--- config.mk ---
export PLATFORM = sky130hd
export DESIGN_NAME = usb_fifo_frame_reader
export DESIGN_NICKNAME = d
export VERILOG_FILES = /design/src/rtl/usb_fifo_frame_reader.sv
export SDC_FILE = /design/constraint.sdc
export NUM_CORES = 1
export LEC_CHECK = 0
export CAP_MARGIN = 30
export CORE_ASPECT_RATIO = 0.75
export CORE_UTILIZATION = 55
export CTS_BUF_LIST = sky130_fd_sc_hd__clkbuf_4 sky130_fd_sc_hd__clkbuf_8
export DETAILED_ROUTE_END_ITERATION = 8
export GPL_TIMING_DRIVEN = 0
export PLACE_DENSITY = 0.82
export SKIP_LAST_GASP = 1
export SLEW_MARGIN = 10
export SYNTH_ARGS = -nofsm -noshare
export SYNTH_HDL_FRONTEND = slang
export SYNTH_SLANG_ARGS = --single-unit
--- constraint.sdc ---
create_clock -name clk -period 2.2 [get_ports clk]
set_clock_uncertainty 0.2 [all_clocks]
set_input_delay 0.33 -clock clk [delete_from_list [all_inputs] [get_ports clk]]
set_output_delay 0.33 -clock clk [all_outputs]
set_load 0.005 [all_outputs]
--- src/rtl/usb_fifo_frame_reader.sv ---
// usb_fifo_frame_reader
// Reads 4-byte stereo frames from an FT245-style USB FIFO and presents them
// as a held left/right sample pair with a valid/ready handshake for the I2S side.
// Byte order on the wire: left[7:0], left[15:8], right[7:0], right[15:8].
// Optional feature: define UNDERRUN_COUNT_EN to build a saturating 16-bit
// counter of starvation events. Without it, underrun_count is tied to zero.
module usb_fifo_frame_reader #(
  parameter int RD_PULSE   = 3,
  parameter int RD_RECOVER = 3
) (
  input  logic        clk,
  input  logic        rst,
  input  logic [7:0]  fifo_data,
  input  logic        fifo_rxf_n,
  output logic        fifo_rd_n,
  output logic [15:0] sample_left,
  output logic [15:0] sample_right,
  output logic        frame_valid,
  input  logic        frame_ready,
  output logic        underrun,
  output logic [15:0] underrun_count
);

  typedef enum logic [1:0] {
    IDLE     = 2'd0,
    RD_LOW   = 2'd1,
    RD_HIGH  = 2'd2,
    WAIT_OUT = 2'd3
  } state_t;

  localparam logic [7:0] PULSE_LAST   = 8'(RD_PULSE - 1);
  localparam logic [7:0] RECOVER_LAST = 8'(RD_RECOVER - 1);

  state_t          state;
  state_t          state_next;
  logic [1:0]      rxf_sync;
  logic [1:0]      byte_idx;
  logic [1:0]      byte_idx_next;
  logic [7:0]      phase;
  logic [7:0]      phase_next;
  logic [3:0][7:0] asm_bytes;
  logic            capture;
  logic            load;
  logic            out_free;

  // The held frame can be replaced when nothing is held or it is leaving this cycle.
  assign out_free = !frame_valid || frame_ready;

  // Two-flop synchronizer for the asynchronous RXF flag; idles at "no data".
  always_ff @(posedge clk) begin
    if (rst) begin
      rxf_sync <= 2'b11;
    end else begin
      rxf_sync <= {rxf_sync[0], fifo_rxf_n};
    end
  end

  // Next-state logic: byte read sequencing, frame completion and output back-pressure.
  always_comb begin
    state_next    = state;
    phase_next    = phase;
    byte_idx_next = byte_idx;
    capture       = 1'b0;
    load          = 1'b0;
    case (state)
      IDLE: begin
        if (!rxf_sync[1]) begin
          state_next = RD_LOW;
          phase_next = 8'd0;
        end
      end
      RD_LOW: begin
        if (phase == PULSE_LAST) begin
          capture    = 1'b1;
          state_next = RD_HIGH;
          phase_next = 8'd0;
        end else begin
          phase_next = phase + 8'd1;
        end
      end
      RD_HIGH: begin
        if (phase == RECOVER_LAST) begin
          phase_next    = 8'd0;
          byte_idx_next = byte_idx + 2'd1;
          if (byte_idx != 2'd3) begin
            state_next = IDLE;
          end else if (out_free) begin
            load       = 1'b1;
            state_next = IDLE;
          end else begin
            state_next = WAIT_OUT;
          end
        end else begin
          phase_next = phase + 8'd1;
        end
      end
      WAIT_OUT: begin
        if (out_free) begin
          load       = 1'b1;
          state_next = IDLE;
        end
      end
      default: begin
        state_next = IDLE;
      end
    endcase
  end

  // State register; the read strobe is registered off the next state so it moves with the FSM.
  always_ff @(posedge clk) begin
    if (rst) begin
      state     <= IDLE;
      phase     <= 8'd0;
      byte_idx  <= 2'd0;
      fifo_rd_n <= 1'b1;
    end else begin
      state     <= state_next;
      phase     <= phase_next;
      byte_idx  <= byte_idx_next;
      fifo_rd_n <= (state_next != RD_LOW);
    end
  end

  // Assembly buffer; cleared on reset so a partial frame never leaks out.
  always_ff @(posedge clk) begin
    if (rst) begin
      asm_bytes <= '0;
    end else if (capture) begin
      asm_bytes[byte_idx] <= fifo_data;
    end
  end

  // Held output frame and its valid flag; a load wins over a consume on the same edge.
  always_ff @(posedge clk) begin
    if (rst) begin
      sample_left  <= 16'd0;
      sample_right <= 16'd0;
      frame_valid  <= 1'b0;
    end else if (load) begin
      sample_left  <= {asm_bytes[1], asm_bytes[0]};
      sample_right <= {asm_bytes[3], asm_bytes[2]};
      frame_valid  <= 1'b1;
    end else if (frame_valid && frame_ready) begin
      frame_valid <= 1'b0;
    end
  end

  // One-cycle starvation pulse when the consumer asks with nothing held.
  always_ff @(posedge clk) begin
    if (rst) begin
      underrun <= 1'b0;
    end else begin
      underrun <= frame_ready && !frame_valid;
    end
  end

`ifdef UNDERRUN_COUNT_EN
  logic [15:0] underrun_count_q;

  // Saturating tally of starvation pulses.
  always_ff @(posedge clk) begin
    if (rst) begin
      underrun_count_q <= 16'd0;
    end else if (underrun && (underrun_count_q != 16'hFFFF)) begin
      underrun_count_q <= underrun_count_q + 16'd1;
    end
  end

  assign underrun_count = underrun_count_q;
`else
  assign underrun_count = 16'd0;
`endif

endmodule

# After elaboration in Yosys (flattened, before gate mapping)
# Index checks and enable logic that the tools add are counted.
# totals
ff_bits	81
in_bits	12
output_inout_bits	51
elab_cells	56
# op_classes
addsub	2
order_cmp	2
n_eq_ne	7
mux	21
reduce_logical	11
# op_table
cell	count
$bwmux 32	1
$mux 8	3
$demux 8 s2	1
$pmux 8 s2	1
$mux 2	6
$add 8x1->8 const B	1
$eq 8x2->1 const B	1
$pmux 2 s4	1
$mux 1	7
$eq 2x2->1 const B	2
$ne 2x2->1 const B	2
$reduce_and 2->1	2
$reduce_bool 2->1	2
$logic_and 1x1->1	3
$lt 2x3->1 const B	1
$add 2x1->2 const B	1
$eq 2x1->1 const B	1
$ge 2x1->1 const B	1
$logic_not 2->1	1
$ne 2x1->1 const B	1
$pmux 1 s2	1
$reduce_or 2->1	1
$logic_not 1->1	1
$logic_or 1x1->1	1

# Logic depth before layout (Yosys ltp)
# depth
depth_word	7
ltp_mapped	7
depth_no_buf	6

# Worst setup path before layout
# Ideal clock, no wire load.
# synth_path
path_type	register -> register
start	register phase[0]
end	register sample_left[10]
setup_time_ns	0.072
arrival_ns	1.738
t_required_ns	1.928
path_slack_ns	0.190
stages_incl_launch_ff	8
period_less_slack_ns	2.010
path_cell_list	dfxtp_1 inv_1 ha_1 nor4b_4 a41oi_2 nor2_4 buf_12 mux2i_1
# synth_between
elab_chain_len	3
# synth_lines
element	line	text
start: declaration	39	logic [7:0] phase;
start signal: assignment	118	phase <= phase_next;
$eq 8x2->1	82	if (phase == RECOVER_LAST) begin
$mux 1	82	
$pmux 1 s2	65	case (state)
end signal: assignment	140	sample_left <= {asm_bytes[1], asm_bytes[0]};
end: declaration	16	output logic [15:0] sample_left,
# Every way passes these cells.
# A chain may end at the register's enable or synchronous reset.

# Final worst setup path
# layout_path
start	register phase[0]
end	register state[0]
# layout_between
elab_chain_len	3
# layout_lines
element	line	text
$eq 8x2->1 *	73, 82	
$mux 2, on equally long branches	82, 73	
$pmux 2 s4 *	65	
end signal: assignment	117	state <= state_next;
end: declaration	34	state_t state;
# Every way passes the cells marked *; elsewhere a longest branch is shown, timed or not.

==> out/summary.txt <==
Slew HR - 0.617
DRC viols - 0
Post-Route WL - 7.68 mm
Worst Path Arrival - 2.14 ns
Clk pwr share - 0.404
Final Critical Period - 2.08 ns
DP HPWL - 5.48 mm
Crit-path leading delay family - compound AO/OA/AOI/OAI gates
Fraction of layout cells with a size suffix above 1 - 0.133
PwrDens - 641 nW/um2
Wire per inst - 14.6 um
CP Capture Type - flop
Core footprint - 6380 um2
Total track usage - 0.228
CTS tree - built
Number of synthesized register bits - 81
Comb pwr share - 0.090
Buf+Inv Stages, Crit Path - 3
Row cnt - 25
R2R Setup Slk - 0.12 ns
FF-to-FF Start - phase[0]
Critical Path Max Stage Delay - 0.37 ns
Setup CP Type - flop to flop
Vias in the first global route - 2551
Placer Congestion - 0.777
Setup TNS - 0 ns
Htree depth - 3
Starting Density - 0.579
Yosys warns - 0
Hold Path Sink - rxf_sync[1]
Nets - 462
Synth Area in XOR/XNOR - 0.0142
CP Data Required Time - 2.26 ns
Area leader, netlist - dfxtp_1
First-pass iteration count of the detailed router - 4
Cell Chain, Critical Path - inv_1 -> ha_1 -> nor4b_4 -> buf_4 -> and3_2 -> buf_2 -> a311o_1 -> o211a_1
Synthesized area per cell - 10.1 um2
Startpoint types - flop
Simple-gate portion of the synthesized area - 0.221
Hold Startpoint - rxf_sync[0]
Final antenna diode count - 0
Distinct cells, synth - 46
Antenna violations before repair - 0
Clock sink count - 81
Largest net degree at the start of global routing - 15
Vias per std cell - 5.19
Leakage - 1.88 nW
CP max stage cell - a311o_1
Post-synth EDFFs - 0
Unrepaired setup endpoints after global routing - no
Largest cells by area after synthesis - dfxtp_1, mux2i_1, nand2b_1
Max Clock Freq - 0.480 GHz
Clock buffer count from CTS - 9
Largest family of logic cells by synthesized area - simple AND/OR/NAND/NOR gates
Worst R2R End - state[0]
Hold Path Depth - 1
IO Port Bufs - 45
Sw Share - 0.242
Max cap viols - 0
Final hold violation count - 0
Pre-CTS WS - -0.140 ns
Die W - 96.7 um
Sequential share of power - 0.506
Global-route wire length before repair - 12.4 mm
Worst-margin pin slew - 0.574 ns
Pint - 0.00224 W
Die Y - 73.0 um
Final Max Slew Viols - 0
Clock Pin Slew Worst Setup and Hold Paths - 0.08 ns
Final WS setup - 0.118 ns
Clk root buf - clkbuf_8
Clk buf depth - 2
Post-synthesis cell area - 3700 um2
Fin area - 4600 um2
Synth Instances - 365
Async S/R FF share, synth - 0
Top-area cell type share of the netlist area - 0.439
Compound-cell area share of the yosys netlist - 0.0440
Crit Path Max Fanout - 8
Syn-to-layout area delta - 24.5%
Worst hold path class - flop to flop
Hold_buf cts - 0
Hold_ws - 0.215 ns
I/O pin total - 63
Insertion delay to the later sink of the worst-skew pair - 0.36 ns
Via count - 2731
Synth Flop Type - dfxtp_1
Congestion Overflow GR - 0
Adder-Cell Fraction of Synth Area - 0.0339
1st-iter DRT viols - 154
DP Area - 4300 um2
R2R cell count - 8
Status - finished, final reports clean
Switch Pwr - 0.000713 W
Maximum VDD drop - 0.466 mV
Die footprint - 7060 um2
Detail Route Antenna Nets - 0
Final setup fails - 0
Final Cycle Share - 0.946
Mux share of post-synthesis cell area - 0.176
Seq/Total Area, Yosys - 0.439
[Yosys cell counts (all sizes together), types with 2 or more instances]
cell / instances
xnor2: 6
dfxtp: 81
nor4b: 3
a21boi: 2
ha: 10
a21oi: 4
and2: 2
or2: 2
inv: 7
a311o: 2
buf: 20
nand4: 5
and3: 2
nand2: 6
clkbuf: 14
nand3b: 2
nor3b: 2
o21ai: 2
nor3: 2
mux2i: 65
nand2b: 65
nor2: 45
[cell families after synthesis]
group                    count (synthesis)
XOR/XNOR                                 6
AND/OR/NAND/NOR                        140
multiplexers                            65
flip-flops                              81
adder cells (fa/ha/maj)                 10
AO/OA/AOI/OAI                           21
other                                    1
buffers and inverters                   41
[metal layers]
metal,GRT usage,share of wire
met3,0.0584,0.046
met1,0.302,0.48
met4,0.0746,0.014
met2,0.369,0.46
met5,0,0
[area by class of cell]
type | instances | area, um2
Multi-Input combinational cell | 258 | 1900
Clock buffer | 9 | 124
Inverter | 7 | 26.3
Timing Repair Buffer | 50 | 500
Tap cell | 81 | 101
Fill cell | 471 | 1780
Clock inverter | 7 | 95.1
Buffer | 33 | 234
Sequential cell | 81 | 1620
[worst register-to-register path: stages (launching register included)]
cell and delay [ns]:
dfxtp_1 0.36, inv_1 0.08, ha_1 0.20, nor4b_4 0.13, buf_4 0.18, and3_2 0.19
buf_2 0.15, a311o_1 0.37, o211a_1 0.13
[power groups by stage]
stage	registers, W	logic [W]	clock network [W]
after floorplan	0.00153	0.000175	0
after global placement	0.00153	0.000251	0
after detailed placement	0.00153	0.000257	0
after CTS	0.00149	0.000260	0.00121
after global routing	0.00149	0.000291	0.00126
final	0.00149	0.000266	0.00119
[cells in the final DEF (no fill, tap or decap), types with 9 or more instances in the layout]
cell and count:
dfxtp_1 80, conb_1 16, ha_1 10, clkbuf_1 13
nand2b_1 65, buf_4 20, nor2_1 44, clkdlybuf4s50_1 45
mux2i_1 65, clkbuf_8 9
[registers in the layout (all words and copies together) (netlist names)]
name and cells:
asm_bytes 32, byte_idx 2, fifo_rd_n 1, frame_valid 1
phase 8, rxf_sync 2, sample_left 16, sample_right 16
state 2, underrun 1
[worst max-delay path by stage]
stage | start | endpoint | slack, ns | cells after the start
2_1_floorplan | phase[0] | sample_left[10] | 0.19 | 7
3_3_place_gp | phase[0] | phase[2] | -0.11 | 6
3_5_place_dp | phase[0] | sample_right[6] | -0.14 | 7
4_1_cts | phase[2] | sample_left[3] | 0.01 | 5
5_1_grt | state[1] | asm_bytes[7] | 0.009 | 6
6_report | phase[0] | state[0] | 0.12 | 8
[per-stage QoR]
stage	util	power [W]	std cells
4_1_cts	0.712	0.00296	525
2_1_floorplan	-	0.00170	380
5_1_grt	0.721	0.00305	526
3_5_place_dp	0.675	0.00178	506
3_3_place_gp	0.675	0.00178	506
6_report	0.721	0.00295	526
[timing repair]
item | 4_1_cts | 5_1_grt
cloned | 0 | 0
gates resized for setup | 0 | 6
pin swaps | 0 | 2
endpoints found under the setup margin | 59 | 60
setup buffers | 3 | 2
No activity file was read; power rests on OpenSTA's default activity.
